`src/rtl/stream_pattern_gen_pkg.sv`:
```
// Shared types and constants for the stream pattern generator and its checkers.
// lfsr32_next is the single definition of the PRBS-32 step used by RTL and bench.
package stream_pattern_pkg;

    typedef enum logic [1:0] {
        IDLE = 2'd0,
        SEND = 2'd1,
        FIN  = 2'd2
    } state_t;

    localparam logic MODE_CNT  = 1'b0;
    localparam logic MODE_PRBS = 1'b1;

    // Taps for x^32 + x^22 + x^2 + x + 1 -> bits 31, 21, 1, 0
    localparam logic [31:0] PRBS32_TAPS = 32'h8020_0003;

    function automatic logic [31:0] lfsr32_next(input logic [31:0] i_value);
        return {i_value[30:0], ^(i_value & PRBS32_TAPS)};
    endfunction

endpackage

```
`src/rtl/stream_pattern_gen_if.sv`:
```
// Valid/ready stream bundle driven by the pattern generator.
// The master drives valid/data/last; the slave answers with ready.
interface stream_pattern_gen_if #(
    parameter int P_DATA_W = 32
) ();
    logic                m_valid;
    logic                m_ready;
    logic [P_DATA_W-1:0] m_data;
    logic                m_last;

    modport master (output m_valid, output m_data, output m_last, input m_ready);
    modport slave  (input m_valid, input m_data, input m_last, output m_ready);
endinterface

```
`src/rtl/stream_pattern_gen_lfsr.sv`:
```
// Fibonacci PRBS-32 register; steps only when i_adv is high.
// Seeded from P_SEED on reset and never reseeded otherwise.
import stream_pattern_pkg::*;

module prbs32_lfsr #(
    parameter logic [31:0] P_SEED = 32'h0000_0001
) (
    input  logic        i_clk,
    input  logic        i_rst,
    input  logic        i_adv,
    output logic [31:0] o_value
);
    logic [31:0] r_lfsr;

    always_ff @(posedge i_clk) begin
        if (i_rst) begin
            r_lfsr <= P_SEED;
        end else if (i_adv) begin
            r_lfsr <= lfsr32_next(r_lfsr);
        end
    end

    assign o_value = r_lfsr;
endmodule

```
`src/rtl/stream_pattern_gen.sv`:
```
// Frame-based valid/ready traffic source: counter or PRBS-32 payload, m_last on the final beat.
// state | meaning
// IDLE  | waiting for start with a nonzero frame length
// SEND  | presenting beats; advances on each accepted beat
// FIN   | one cycle: done pulse, frame counter already bumped
import stream_pattern_pkg::*;

module stream_pattern_gen #(
    parameter int          P_DATA_W = 32,
    parameter int          P_LEN_W  = 16,
    parameter logic [31:0] P_SEED   = 32'h0000_0001
) (
    input  logic               i_clk,
    input  logic               i_rst,
    input  logic               i_start,
    input  logic               i_mode,
    input  logic [P_LEN_W-1:0] i_frame_len,
    output logic               o_busy,
    output logic               o_done,
    output logic [P_LEN_W-1:0] o_frame_cnt,
    stream_pattern_gen_if.master m_if
);
    state_t              r_state;
    logic [P_LEN_W-1:0]  r_len;
    logic [P_LEN_W-1:0]  r_beat_idx;
    logic [P_LEN_W-1:0]  r_frame_cnt;
    logic                r_mode;
    logic                r_busy;
    logic                r_done;
    logic                r_valid;
    logic                r_last;
    logic [P_DATA_W-1:0] r_data;

    logic                w_accept;
    logic [P_LEN_W-1:0]  w_idx_next;
    logic [31:0]         w_lfsr;
    logic [31:0]         w_lfsr_next;

    assign w_accept    = r_valid && m_if.m_ready;
    assign w_idx_next  = r_beat_idx + 1'b1;
    assign w_lfsr_next = lfsr32_next(w_lfsr);

    // The LFSR steps in lockstep with accepted PRBS beats, so its next value is the next payload.
    prbs32_lfsr #(.P_SEED(P_SEED)) u_lfsr (
        .i_clk  (i_clk),
        .i_rst  (i_rst),
        .i_adv  (r_state == SEND && w_accept && r_mode == MODE_PRBS),
        .o_value(w_lfsr)
    );

    always_ff @(posedge i_clk) begin
        if (i_rst) begin
            r_state     <= IDLE;
            r_len       <= '0;
            r_beat_idx  <= '0;
            r_frame_cnt <= '0;
            r_mode      <= MODE_CNT;
            r_busy      <= 1'b0;
            r_done      <= 1'b0;
            r_valid     <= 1'b0;
            r_last      <= 1'b0;
            r_data      <= '0;
        end else begin
            r_done <= 1'b0;
            case (r_state)
                IDLE: begin
                    if (i_start && i_frame_len != '0) begin
                        r_state    <= SEND;
                        r_len      <= i_frame_len;
                        r_mode     <= i_mode;
                        r_beat_idx <= '0;
                        r_busy     <= 1'b1;
                        r_valid    <= 1'b1;
                        r_last     <= (i_frame_len == P_LEN_W'(1));
                        r_data     <= (i_mode == MODE_PRBS) ? w_lfsr[P_DATA_W-1:0] : '0;
                    end
                end
                SEND: begin
                    if (w_accept) begin
                        if (r_last) begin
                            r_state     <= FIN;
                            r_valid     <= 1'b0;
                            r_last      <= 1'b0;
                            r_busy      <= 1'b0;
                            r_done      <= 1'b1;
                            r_frame_cnt <= r_frame_cnt + 1'b1;
                        end else begin
                            r_beat_idx <= w_idx_next;
                            r_last     <= (w_idx_next == r_len - 1'b1);
                            r_data     <= (r_mode == MODE_PRBS) ? w_lfsr_next[P_DATA_W-1:0]
                                                                : P_DATA_W'(w_idx_next);
                        end
                    end
                end
                FIN: begin
                    r_state <= IDLE;
                end
                default: begin
                    r_state <= IDLE;
                end
            endcase
        end
    end

    assign o_busy       = r_busy;
    assign o_done       = r_done;
    assign o_frame_cnt  = r_frame_cnt;
    assign m_if.m_valid = r_valid;
    assign m_if.m_last  = r_last;
    assign m_if.m_data  = r_data;
endmodule
```
`src/flat_wrapper.sv`:
```
// flat-port wrapper written by rule: the top's interface ports become plain ports
module stream_pattern_gen_flat 
#(
    parameter int          P_DATA_W = 32,
    parameter int          P_LEN_W  = 16,
    parameter logic [31:0] P_SEED   = 32'h0000_0001
)
  (i_clk, i_rst, i_start, i_mode, i_frame_len, o_busy, o_done, o_frame_cnt, m_if_m_valid, m_if_m_data, m_if_m_last, m_if_m_ready);
  stream_pattern_gen_if #(.P_DATA_W(P_DATA_W)) m_if_i ();
  input  logic i_clk;
  input  logic i_rst;
  input  logic i_start;
  input  logic i_mode;
  input  logic [P_LEN_W-1:0] i_frame_len;
  output logic o_busy;
  output logic o_done;
  output logic [P_LEN_W-1:0] o_frame_cnt;
  output wire logic [$bits(m_if_i.m_valid)-1:0] m_if_m_valid;
  output wire logic [$bits(m_if_i.m_data)-1:0] m_if_m_data;
  output wire logic [$bits(m_if_i.m_last)-1:0] m_if_m_last;
  input wire logic [$bits(m_if_i.m_ready)-1:0] m_if_m_ready;
  assign m_if_m_valid = m_if_i.m_valid;
  assign m_if_m_data = m_if_i.m_data;
  assign m_if_m_last = m_if_i.m_last;
  assign m_if_i.m_ready = m_if_m_ready;
  stream_pattern_gen #(.P_DATA_W(P_DATA_W), .P_LEN_W(P_LEN_W), .P_SEED(P_SEED)) u_core (.i_clk(i_clk), .i_rst(i_rst), .i_start(i_start), .i_mode(i_mode), .i_frame_len(i_frame_len), .o_busy(o_busy), .o_done(o_done), .o_frame_cnt(o_frame_cnt), .m_if(m_if_i));
endmodule
```
`config.mk`:
```
export PLATFORM = sky130hd
export DESIGN_NAME = stream_pattern_gen_flat
export DESIGN_NICKNAME = d
export VERILOG_FILES = /design/src/rtl/stream_pattern_gen_pkg.sv /design/src/rtl/stream_pattern_gen_if.sv /design/src/rtl/stream_pattern_gen_lfsr.sv /design/src/rtl/stream_pattern_gen.sv /design/src/flat_wrapper.sv
export SDC_FILE = /design/constraint.sdc
export NUM_CORES = 1
export LEC_CHECK = 0
export BUFFER_PORTS_ARGS = -buffer_cell sky130_fd_sc_hd__buf_4
export CAP_MARGIN = 30
export CORE_ASPECT_RATIO = 1.5
export CORE_MARGIN = 1.5
export CORE_UTILIZATION = 40
export DETAILED_ROUTE_END_ITERATION = 8
export PLACE_DENSITY = 0.59
export SKIP_CTS_REPAIR_TIMING = 1
export SYNTH_ARGS = -nofsm -noshare
export SYNTH_HDL_FRONTEND = slang
export SYNTH_SLANG_ARGS = --single-unit
```
`constraint.sdc`:
```
create_clock -name i_clk -period 1.8 [get_ports i_clk]
set_input_delay 0.36 -clock i_clk [delete_from_list [all_inputs] [get_ports i_clk]]
set_output_delay 0.36 -clock i_clk [all_outputs]
set_load 0.005 [all_outputs]
```
==> insert_results.sql, run 1 <==
INSERT INTO impl_metrics (metric_group, metric, value, unit) VALUES
('die', 'io-pin-count', '73', ''),
('status', 'outcome', 'finished, violations left', ''),
('clock_tree', 'clock_edge_transition_at_the_registers_on_the_reported_setup_and_hold_paths', '0.06', 'ns'),
('synth', 'post_synth_inst_count', '689', ''),
('global_route', 'antenna_found_initial', '0', ''),
('clock_tree', 'tritoncts', 'built', ''),
('placed_design', 'placed_cells', '974', ''),
('critical_path', 'crit_path_end_kind', 'register', ''),
('layout', 'num_antenna_cells', '0', ''),
('layout', 'finalNetCount', '884', ''),
('layout', 'layout.cells.most_common_list', 'buf_4, dfxtp_1, nand2_1', ''),
('power', 'intPower', '5440', 'uW'),
('global_route', 'globalRouteTotalUtil', '0.213', ''),
('timing', 'timing_max_transition_violations_final', '0', ''),
('placed_design', 'placement.setup.worst_slack', '-0.446', 'ns'),
('status', 'failing_checks', 'setup timing', ''),
('power', 'ir_drop', '0.623', 'mV'),
('detailed_routing', 'ant_nets', '0', ''),
('synth', 'mappedNetlistArea', '5560', 'sq um'),
('critical_path', 'timing.reg2reg.worst_path_depth', '6', ''),
('layout', 'postLayoutCoreUtil', '0.632', ''),
('synth', 'predominant_post_synthesis_flop_cell', 'dfxtp_1', ''),
('detailed_routing', 'number_of_design_rule_violations_left_by_the_first_detailed_router_iteration', '301', ''),
('synth', 'synth.net_count', '713', ''),
('detailed_routing', 'detail_route.vias_per_cell', '5.53', ''),
('critical_path', 'crit_path_start_kind', 'register', ''),
('die', 'floorplan.die_area', '14600', 'sq um'),
('critical_path', 'critPathTopFamily', 'simple AND/OR/NAND/NOR gates', ''),
('critical_path', 'worst-setup-path-type', 'reg2reg', ''),
('detailed_routing', 'wirelength', '17900', 'um'),
('global_route', 'grt_start_max_net_pins', '119', ''),
('die', 'dieWidth', '99.3', 'um'),
('synth', 'number_of_enable_flip_flop_cells_after_synthesis', '0', ''),
('global_route', 'first_global_vias', '5209', ''),
('global_route', 'grt_pass1_wl', '25100', 'um'),
('synth', 'synth.lib_cells_used.distinct', '45', ''),
('clock_tree', 'insertion_delay', '0.42', 'ns'),
('critical_path', 'cp_max_fo', '5', ''),
('critical_path', 'cell_seen_most_often_among_critical_path_stages', 'or4_4', ''),
('layout', 'final_common_cell', 'buf_4', ''),
('critical_path', 'worstReg2RegEnd', 'u_core.m_if.m_last', ''),
('critical_path', 'critical_path_buf_inv_count', '0', ''),
('critical_path', 'critical_path_max_stage_delay', '0.53', 'ns'),
('synth', 'synth-seq-cells', '118', ''),
('placed_design', 'count_of_input_and_output_buffers', '72', ''),
('timing', 'timing_worst_slew_pin_value', '0.648', 'ns'),
('critical_path', 'rrSetupSlack', '-0.20', 'ns'),
('clock_tree', 'clock_sinks', '118', ''),
('die', 'height_of_the_chip', '147', 'um'),
('power', 'power.share.clock', '0.433', ''),
('worst_hold_path', 'min-delay-path-class', 'in2reg', ''),
('synth', 'synth-seq-area-share', '0.425', ''),
('timing', 'period_share', '1.11', ''),
('layout', 'syn2layout_area_growth', '54.0', '%'),
('timing', 'skew', '0.00709', 'ns'),
('timing', 'setup_violators_final', '31', ''),
('critical_path', 'beginning_of_the_critical_path', 'u_core.r_len[2]', ''),
('die', 'num_rows', '52', ''),
('synth', 'synth_async_sr_flop_share', '0', ''),
('timing', 'finalWorstSetupSlack', '-0.200', 'ns'),
('power', 'power.static_leakage', '0.00354', 'uW'),
('power', 'power_density', '883', 'nW/um^2'),
('global_route', 'grt.overflow.total', '0', ''),
('die', 'floorplan.initialDensity', '0.411', ''),
('detailed_routing', 'route.vias.total', '5726', ''),
('detailed_routing', 'drt-pass1-iter-count', '5', ''),
('clock_tree', 'cts-root-to-sink-buffers', '2', ''),
('timing', 'fmaxAchievable', '500', 'MHz'),
('layout', 'finish.cell_count_without_fillers', '1035', ''),
('placed_design', 'gp_congestion', '0.827', ''),
('power', 'netSwitchingFraction', '0.280', '');
[kinds of logic (layout without fill, tap and decap cells)]
kind of cell / Yosys count / in the layout / synth area share
AO/OA/AOI/OAI: 122 / 122 / 0.140
XOR/XNOR: 52 / 52 / 0.0898
adder cells (fa/ha/maj): 3 / 3 / 0.00675
buffers and inverters: 56 / 240 / 0.0396
flip-flops: 118 / 118 / 0.425
multiplexers: 18 / 18 / 0.0324
AND/OR/NAND/NOR: 320 / 320 / 0.266
[final cells by class]
| class | instances | area (sq um) |
|---|---|---|
| well taps | 162 | 203 |
| repair buffers | 202 | 1830 |
| fillers | 1120 | 4970 |
| multi-input cells | 515 | 3560 |
| flip-flops and latches | 118 | 2380 |
| clock inverters | 14 | 128 |
| clock buffers | 18 | 439 |
| inverters | 6 | 22.5 |
[through the flow]
step                hold WS (ns)  cell area [sq um]  power, uW  setup TNS [ns]
detailed placement         0.478               6950       3870          -27.03
global route               0.279               8560       7800           -5.18
finish                     0.250               8560       7560           -1.36
CTS                        0.242               7520       7100           -1.67
global placement           0.470               6950       3850          -24.63
floorplan                  0.449               5580       3410           -1.40
[routing by layer]
metal	track usage	part of all wire	vias up
met2	0.389	0.54	159
met5	0	0	-
met4	0.0824	0.028	0
met3	0.0374	0.036	41
li1	-	-	2767
met1	0.245	0.39	2759
[flip-flops by register name, summed over array words and instances (netlist names)]
name,cells
u_core.o_busy,1
u_core.o_done,1
u_core.r_mode,1
u_core.u_lfsr.o_value,32
u_core.r_beat_idx,16
u_core.m_if.m_data,32
u_core.m_if.m_last,1
u_core.o_frame_cnt,16
u_core.r_len,16
u_core.r_state,2
[power by group through the flow]
stage	registers (uW)	clock network, uW	logic [uW]
3_3_place_gp	2850	0	1000
3_5_place_dp	2850	0	1020
2_1_floorplan	2850	0	565
5_1_grt	2820	3400	1580
4_1_cts	2790	3280	1020
6_report	2810	3280	1470
[cell usage after synthesis, types with 6 or more instances]
cell | n | area [sq um]
o21ai_0 | 20 | 100
nor3_1 | 36 | 180
a221oi_1 | 21 | 184
a21oi_1 | 53 | 265
xnor2_1 | 29 | 254
nand4_1 | 13 | 81.3
mux2i_1 | 18 | 180
and3_1 | 8 | 50.1
clkbuf_1 | 40 | 150
xor2_1 | 20 | 175
nand2b_1 | 7 | 43.8
nor2_1 | 89 | 334
nand3_1 | 28 | 140
inv_1 | 6 | 22.5
a311oi_1 | 7 | 61.3
dfxtp_1 | 118 | 2360
nand2_1 | 104 | 390
a211oi_1 | 6 | 45.0
nor4_1 | 10 | 62.6
[worst reg2reg max path: stages (launching register included)]
cell	delay, ns
dfxtp_2	0.34
or4_4	0.53
or4_4	0.44
xor2_2	0.16
xnor2_1	0.15
nand4_1	0.12
o31ai_2	0.18
[worst max path at each step]
stage	endpoint	cells past startpoint
final	u_core.m_if.m_last	6
after global routing	u_core.m_if.m_last	6
after CTS	u_core.m_if.m_data[14]	7
after detailed placement	u_core.m_if.m_data[26]	9
after global placement	u_core.r_len[3]	9
after floorplan	u_core.m_if.m_last	6
No activity file was read; power rests on OpenSTA's default activity.
==> run 2: changes to the inputs <==
Settings changed: BUFFER_PORTS_ARGS -buffer_cell sky130_fd_sc_hd__buf_4 to default, DONT_BUFFER_PORTS from default to 1, PLACE_DENSITY 0.59 to 0.54.
==> insert_results.sql, run 2 (synthesis results as in run 1) <==
INSERT INTO impl_metrics (metric_group, metric, value, unit) VALUES
('global_route', 'grt.overflow.total', '0', ''),
('timing', 'setup_violators_final', '8', ''),
('clock_tree', 'insertion_delay', '0.42', 'ns'),
('global_route', 'grt_start_max_net_pins', '120', ''),
('detailed_routing', 'wl_met2', '8310', 'um'),
('detailed_routing', 'drcViolationCount', '0', ''),
('critical_path', 'worst-setup-path-type', 'reg2reg', ''),
('power', 'power.static_leakage', '0.00282', 'uW'),
('global_route', 'grt_pass1_wl', '24000', 'um'),
('detailed_routing', 'wire_per_inst', '16.9', 'um'),
('die', 'height_of_the_chip', '147', 'um'),
('clock_tree', 'cts-root-to-sink-buffers', '2', ''),
('layout', 'finalNetCount', '772', ''),
('detailed_routing', 'wirelength', '15600', 'um'),
('global_route', 'first_global_vias', '4941', ''),
('timing', 'slew_headroom', '0.749', ''),
('detailed_routing', 'drt-met1-wl', '6510', 'um'),
('die', 'num_rows', '52', ''),
('die', 'io-pin-count', '73', ''),
('critical_path', 'worst_ep_required_time', '2.13', 'ns'),
('placed_design', 'detailed_place_hpwl', '9940', 'um'),
('clock_tree', 'tritoncts.num_buffers', '17', ''),
('placed_design', 'count_of_input_and_output_buffers', '0', ''),
('clock_tree', 'cts_root_buffer', 'clkbuf_16', ''),
('detailed_routing', 'top_layer', 'met4', ''),
('die', 'floorplan.initialDensity', '0.411', ''),
('clock_tree', 'clock_sinks', '118', ''),
('critical_path', 'timing.reg2reg.worst_path_depth', '6', ''),
('timing', 'timing_max_transition_violations_final', '0', ''),
('layout', 'finish.cell_count_without_fillers', '923', ''),
('timing', 'grt_setup_unrepaired', 'yes', ''),
('timing', 'finalWorstPathRequiredPeriod', '2.03', 'ns'),
('worst_hold_path', 'hold_path.startpoint', 'i_rst', ''),
('critical_path', 'rrSetupSlack', '-0.23', 'ns'),
('critical_path', 'cp_max_fo', '3', ''),
('critical_path', 'crit_path_start_kind', 'register', ''),
('critical_path', 'crit_path_end_kind', 'register', ''),
('timing', 'finalWorstSetupSlack', '-0.228', 'ns'),
('detailed_routing', 'drt-pass1-iter-count', '4', ''),
('clock_tree', 'clock_edge_transition_at_the_registers_on_the_reported_setup_and_hold_paths', '0.06', 'ns'),
('clock_tree', 'cts_htree_levels', '4', ''),
('timing', 'fmaxAchievable', '493', 'MHz'),
('layout', 'fraction_of_final_layout_cells_sized_beyond_drive_strength_1', '0.247', ''),
('global_route', 'globalRouteTotalUtil', '0.205', ''),
('critical_path', 'worstReg2RegEnd', 'u_core.m_if.m_last', ''),
('timing', 'hold_viol_final', '0', ''),
('placed_design', 'gp_congestion', '0.884', ''),
('layout', 'layout.cells.most_common_list', 'nand2_1, dfxtp_1, nor2_1', ''),
('timing', 'timing_worst_slew_pin_value', '0.376', 'ns'),
('status', 'outcome', 'finished, violations left', ''),
('timing', 'period_share', '1.13', ''),
('worst_hold_path', 'cell_count_of_the_worst_hold_path', '1', ''),
('status', 'failing_checks', 'setup timing', ''),
('detailed_routing', 'route.vias.total', '5131', ''),
('worst_hold_path', 'worstHoldEndpoint', 'u_core.r_len[3]', ''),
('die', 'dieWidth', '99.3', 'um'),
('worst_hold_path', 'min-delay-path-class', 'in2reg', ''),
('detailed_routing', 'dr_wl_met3', '615', 'um'),
('timing', 'totalNegativeSetupSlack', '-0.893', 'ns'),
('critical_path', 'wp_data_arrival', '2.35', 'ns'),
('die', 'core_area', '13500', 'sq um'),
('global_route', 'antenna_found_initial', '0', ''),
('run', 'max_cap_check_violation_count', '0', ''),
('placed_design', 'placed_cells', '876', ''),
('layout', 'num_antenna_cells', '0', ''),
('die', 'floorplan.die_area', '14600', 'sq um'),
('detailed_routing', 'number_of_design_rule_violations_left_by_the_first_detailed_router_iteration', '249', ''),
('clock_tree', 'tritoncts', 'built', ''),
('power', 'power_density', '973', 'nW/um^2'),
('critical_path', 'r2r_start', 'u_core.r_len[3]', ''),
('timing', 'skew', '0.0143', 'ns'),
('detailed_routing', 'ant_nets', '0', ''),
('detailed_routing', 'detail_route.vias_per_cell', '5.56', ''),
('layout', 'syn2layout_area_growth', '31.6', '%'),
('power', 'ir_drop', '0.622', 'mV');
## run 2: cell types whose count changed in the layout (fill, tap and decap cells not counted), moves of 6 or more
| cell | previous run | this run |
|---|---|---|
| buf_4 | 174 | 77 |
| nor2_1 | 71 | 86 |
| a221oi_1 | 7 | 17 |
| a221oi_2 | 14 | 4 |
| nor2_4 | 9 | 1 |
| buf_12 | 11 | 4 |
| nor2_2 | 9 | 2 |
| a311oi_1 | 1 | 7 |
## run 2: worst max path at each step
stage                         start                     to  slack (ns)
6_report            u_core.r_len[3]     u_core.m_if.m_last       -0.23
5_1_grt        u_core.r_beat_idx[5]     u_core.m_if.m_last       -0.32
4_1_cts        u_core.r_beat_idx[4]  u_core.m_if.m_data[9]       -0.26
3_5_place_dp        i_frame_len[10]   u_core.r_beat_idx[7]       -0.26
3_3_place_gp        u_core.r_len[2]     u_core.m_if.m_last       -0.22
2_1_floorplan       u_core.r_len[2]     u_core.m_if.m_last       -0.16
## run 2: worst max-delay path, cell delays in order (launching register included)
cell     delay, ns
dfxtp_2       0.33
or4_4         0.51
or4_4         0.50
xor2_2        0.16
xnor2_1       0.16
nand4_1       0.12
o31ai_2       0.18
## run 2: report_power, final
part | leakage, uW | switching [uW] | internal [uW]
Clock | 0.000282 | 1240 | 2210
Sequential | 0.000968 | 93.7 | 2720
Combinational | 0.00157 | 447 | 400
## run 2: through the flow
stage	worst slack (ns)	utilization	power, uW	instance area [sq um]	hold WS (ns)
detailed placement	-0.258	0.458	3620	6190	0.435
global route	-0.322	0.540	7430	7310	-0.00293
finish	-0.228	0.540	7110	7310	0.00839
floorplan	-0.159	-	3410	5580	0.449
global placement	-0.218	0.458	3610	6190	0.437
CTS	-0.263	0.502	7080	6790	0.00255
## run 2: area by class of cell
class                           instances  area (sq um)
Fill cell                            1268          6220
Multi-Input combinational cell        515          3320
Sequential cell                       118          2390
Timing Repair Buffer                   90           779
Clock buffer                           20           447
Tap cell                              162           203
Clock inverter                         12           153
Inverter                                6          22.5
## run 2: per-layer routing
layer,vias up,GRT usage
met5,-,0
met2,129,0.364
li1,2539,-
met1,2454,0.241
met4,0,0.0683
met3,9,0.0468
==> run 3: changes to the inputs <==
==> constraint.sdc (replaced) <==
create_clock -name i_clk -period 1.8 [get_ports i_clk]
set_input_delay 0.18 -clock i_clk [delete_from_list [all_inputs] [get_ports i_clk]]
set_output_delay 0.18 -clock i_clk [all_outputs]
set_load 0.005 [all_outputs]
==> insert_results.sql, run 3 (synthesis results as in run 1) <==
INSERT INTO impl_metrics (metric_group, metric, value, unit) VALUES
('global_route', 'grt.overflow.total', '0', ''),
('timing', 'slew_headroom', '0.686', ''),
('global_route', 'globalRouteTotalUtil', '0.206', ''),
('critical_path', 'rrSetupSlack', '-0.19', 'ns'),
('clock_tree', 'insertion_delay', '0.42', 'ns'),
('run', 'max_cap_check_violation_count', '0', ''),
('critical_path', 'critical_path_buf_inv_count', '0', ''),
('detailed_routing', 'route.vias.total', '5169', ''),
('timing', 'finalWorstPathRequiredPeriod', '1.99', 'ns'),
('timing', 'timing_worst_slew_pin_value', '0.471', 'ns'),
('layout', 'syn2layout_area_growth', '34.7', '%'),
('status', 'failing_checks', 'hold timing, setup timing', ''),
('clock_tree', 'tritoncts.num_buffers', '17', ''),
('clock_tree', 'cts-root-to-sink-buffers', '2', ''),
('critical_path', 'r2r_start', 'u_core.r_len[2]', ''),
('detailed_routing', 'drt-pass1-iter-count', '5', ''),
('timing', 'grt_setup_unrepaired', 'yes', ''),
('power', 'power_density', '972', 'nW/um^2'),
('die', 'num_rows', '52', ''),
('critical_path', 'timing.reg2reg.worst_path_depth', '6', ''),
('clock_tree', 'cts_root_buffer', 'clkbuf_16', ''),
('die', 'height_of_the_chip', '147', 'um'),
('timing', 'setup_violators_final', '1', ''),
('placed_design', 'gp_congestion', '0.833', ''),
('placed_design', 'count_of_input_and_output_buffers', '0', ''),
('detailed_routing', 'wire_per_inst', '17.1', 'um'),
('critical_path', 'beginning_of_the_critical_path', 'u_core.r_len[2]', ''),
('timing', 'fmaxAchievable', '503', 'MHz'),
('layout', 'final_common_cell', 'nand2_1', ''),
('critical_path', 'worst-setup-path-type', 'reg2reg', ''),
('critical_path', 'path_cells', 'or4_4, or4_4, xor2_2, xnor2_1, nand4_1, o31ai_2', ''),
('critical_path', 'critPathTopFamily', 'simple AND/OR/NAND/NOR gates', ''),
('die', 'io-pin-count', '73', ''),
('global_route', 'global_route.usage.met2', '0.363', ''),
('clock_tree', 'cts_htree_levels', '4', ''),
('critical_path', 'worst_ep_required_time', '2.13', 'ns'),
('global_route', 'met3_track_utilization_from_global_routing', '0.0501', ''),
('worst_hold_path', 'min-delay-path-class', 'in2reg', ''),
('global_route', 'grtUsageMet1', '0.236', ''),
('global_route', 'grt_pass1_wl', '24100', 'um'),
('critical_path', 'worstReg2RegEnd', 'u_core.m_if.m_last', ''),
('worst_hold_path', 'cell_count_of_the_worst_hold_path', '1', ''),
('timing', 'finalWorstSetupSlack', '-0.190', 'ns'),
('timing', 'hold_viol_final', '113', ''),
('global_route', 'antenna_found_initial', '0', ''),
('detailed_routing', 'ant_nets', '0', ''),
('clock_tree', 'clock_sinks', '118', ''),
('die', 'floorplan.die_area', '14600', 'sq um'),
('detailed_routing', 'wirelength', '15800', 'um'),
('worst_hold_path', 'hold_path.startpoint', 'i_rst', ''),
('detailed_routing', 'number_of_design_rule_violations_left_by_the_first_detailed_router_iteration', '229', ''),
('critical_path', 'cp_max_fo', '2', ''),
('layout', 'finalNetCount', '774', ''),
('critical_path', 'critPathSlowestCell', 'or4_4', ''),
('timing', 'timing_max_transition_violations_final', '0', ''),
('clock_tree', 'clock_edge_transition_at_the_registers_on_the_reported_setup_and_hold_paths', '0.06', 'ns'),
('timing', 'period_share', '1.11', ''),
('timing', 'skew', '0.00746', 'ns'),
('status', 'outcome', 'finished, violations left', ''),
('die', 'dieWidth', '99.3', 'um'),
('die', 'core_area', '13500', 'sq um'),
('power', 'power.static_leakage', '0.00292', 'uW'),
('placed_design', 'detailed_place_hpwl', '9960', 'um'),
('critical_path', 'critical_path_max_stage_delay', '0.52', 'ns'),
('power', 'ir_drop', '0.617', 'mV'),
('critical_path', 'wp_data_arrival', '2.32', 'ns'),
('critical_path', 'worstSetupPathDepth', '6', ''),
('layout', 'fraction_of_final_layout_cells_sized_beyond_drive_strength_1', '0.264', ''),
('timing', 'totalNegativeSetupSlack', '-0.190', 'ns'),
('global_route', 'gr-max-usage-layer', 'met2', ''),
('die', 'floorplan.initialDensity', '0.411', ''),
('worst_hold_path', 'worstHoldEndpoint', 'u_core.r_len[5]', ''),
('clock_tree', 'tritoncts', 'built', ''),
('timing', 'worst_case_hold_slack', '-0.163', 'ns'),
('critical_path', 'crit_path_start_kind', 'register', ''),
('critical_path', 'crit_path_end_kind', 'register', ''),
('detailed_routing', 'detail_route.vias_per_cell', '5.59', ''),
('critical_path', 'cell_seen_most_often_among_critical_path_stages', 'or4_4', ''),
('detailed_routing', 'drcViolationCount', '0', ''),
('layout', 'layout.cells.most_common_list', 'nand2_1, dfxtp_1, nor2_1', ''),
('global_route', 'first_global_vias', '4975', ''),
('global_route', 'grt_start_max_net_pins', '120', ''),
('layout', 'num_antenna_cells', '0', '');
==> run 3: power by group <==
group	internal [uW]	leakage, uW	switching (uW)
clock network	2230	0.000286	1290
registers	2720	0.000967	91.8
logic	455	0.00166	491
total	5400	0.00292	1880
==> run 3: worst max-delay path by stage <==
stage	endpoint	slack, ns
floorplan	u_core.m_if.m_last	-0.16
global placement	u_core.m_if.m_data[11]	-0.24
detailed placement	u_core.m_if.m_data[11]	-0.28
CTS	u_core.m_if.m_last	-0.28
global route	u_core.m_if.m_last	-0.24
finish	u_core.m_if.m_last	-0.19
==> run 3: through the flow <==
step | power [uW] | std cells | setup WS, ns | instance area, sq um | util
global placement | 3610 | 867 | -0.242 | 6130 | 0.453
finish | 7280 | 924 | -0.190 | 7490 | 0.553
CTS | 7150 | 898 | -0.276 | 6740 | 0.498
detailed placement | 3620 | 867 | -0.283 | 6130 | 0.453
global route | 7580 | 924 | -0.242 | 7490 | 0.553
floorplan | 3410 | 689 | -0.159 | 5570 | -
==> run 3: metal layers <==
metal  share of wire  up-vias
met2            0.53      131
met1            0.40     2465
met5               0        -
met3           0.049       31
met4           0.025        0
li1                -     2542
==> run 3: area by class of cell <==
class,instances,area [sq um]
tap,162,203
timing repair buffer,92,846
fill,1231,6050
clock buffer,18,439
sequential,118,2390
multi-input combinational,515,3420
clock inverter,13,173
inverter,6,22.5
==> run 3: worst reg2reg max path, delay by kind of cell (launching register included) <==
kind / cells / cell delay, ns
DFF: 1 / 0.31
AOI/OAI and AO/OA: 1 / 0.22
xor gates and xnor gates: 2 / 0.29
and+or+nand+nor: 3 / 1.08
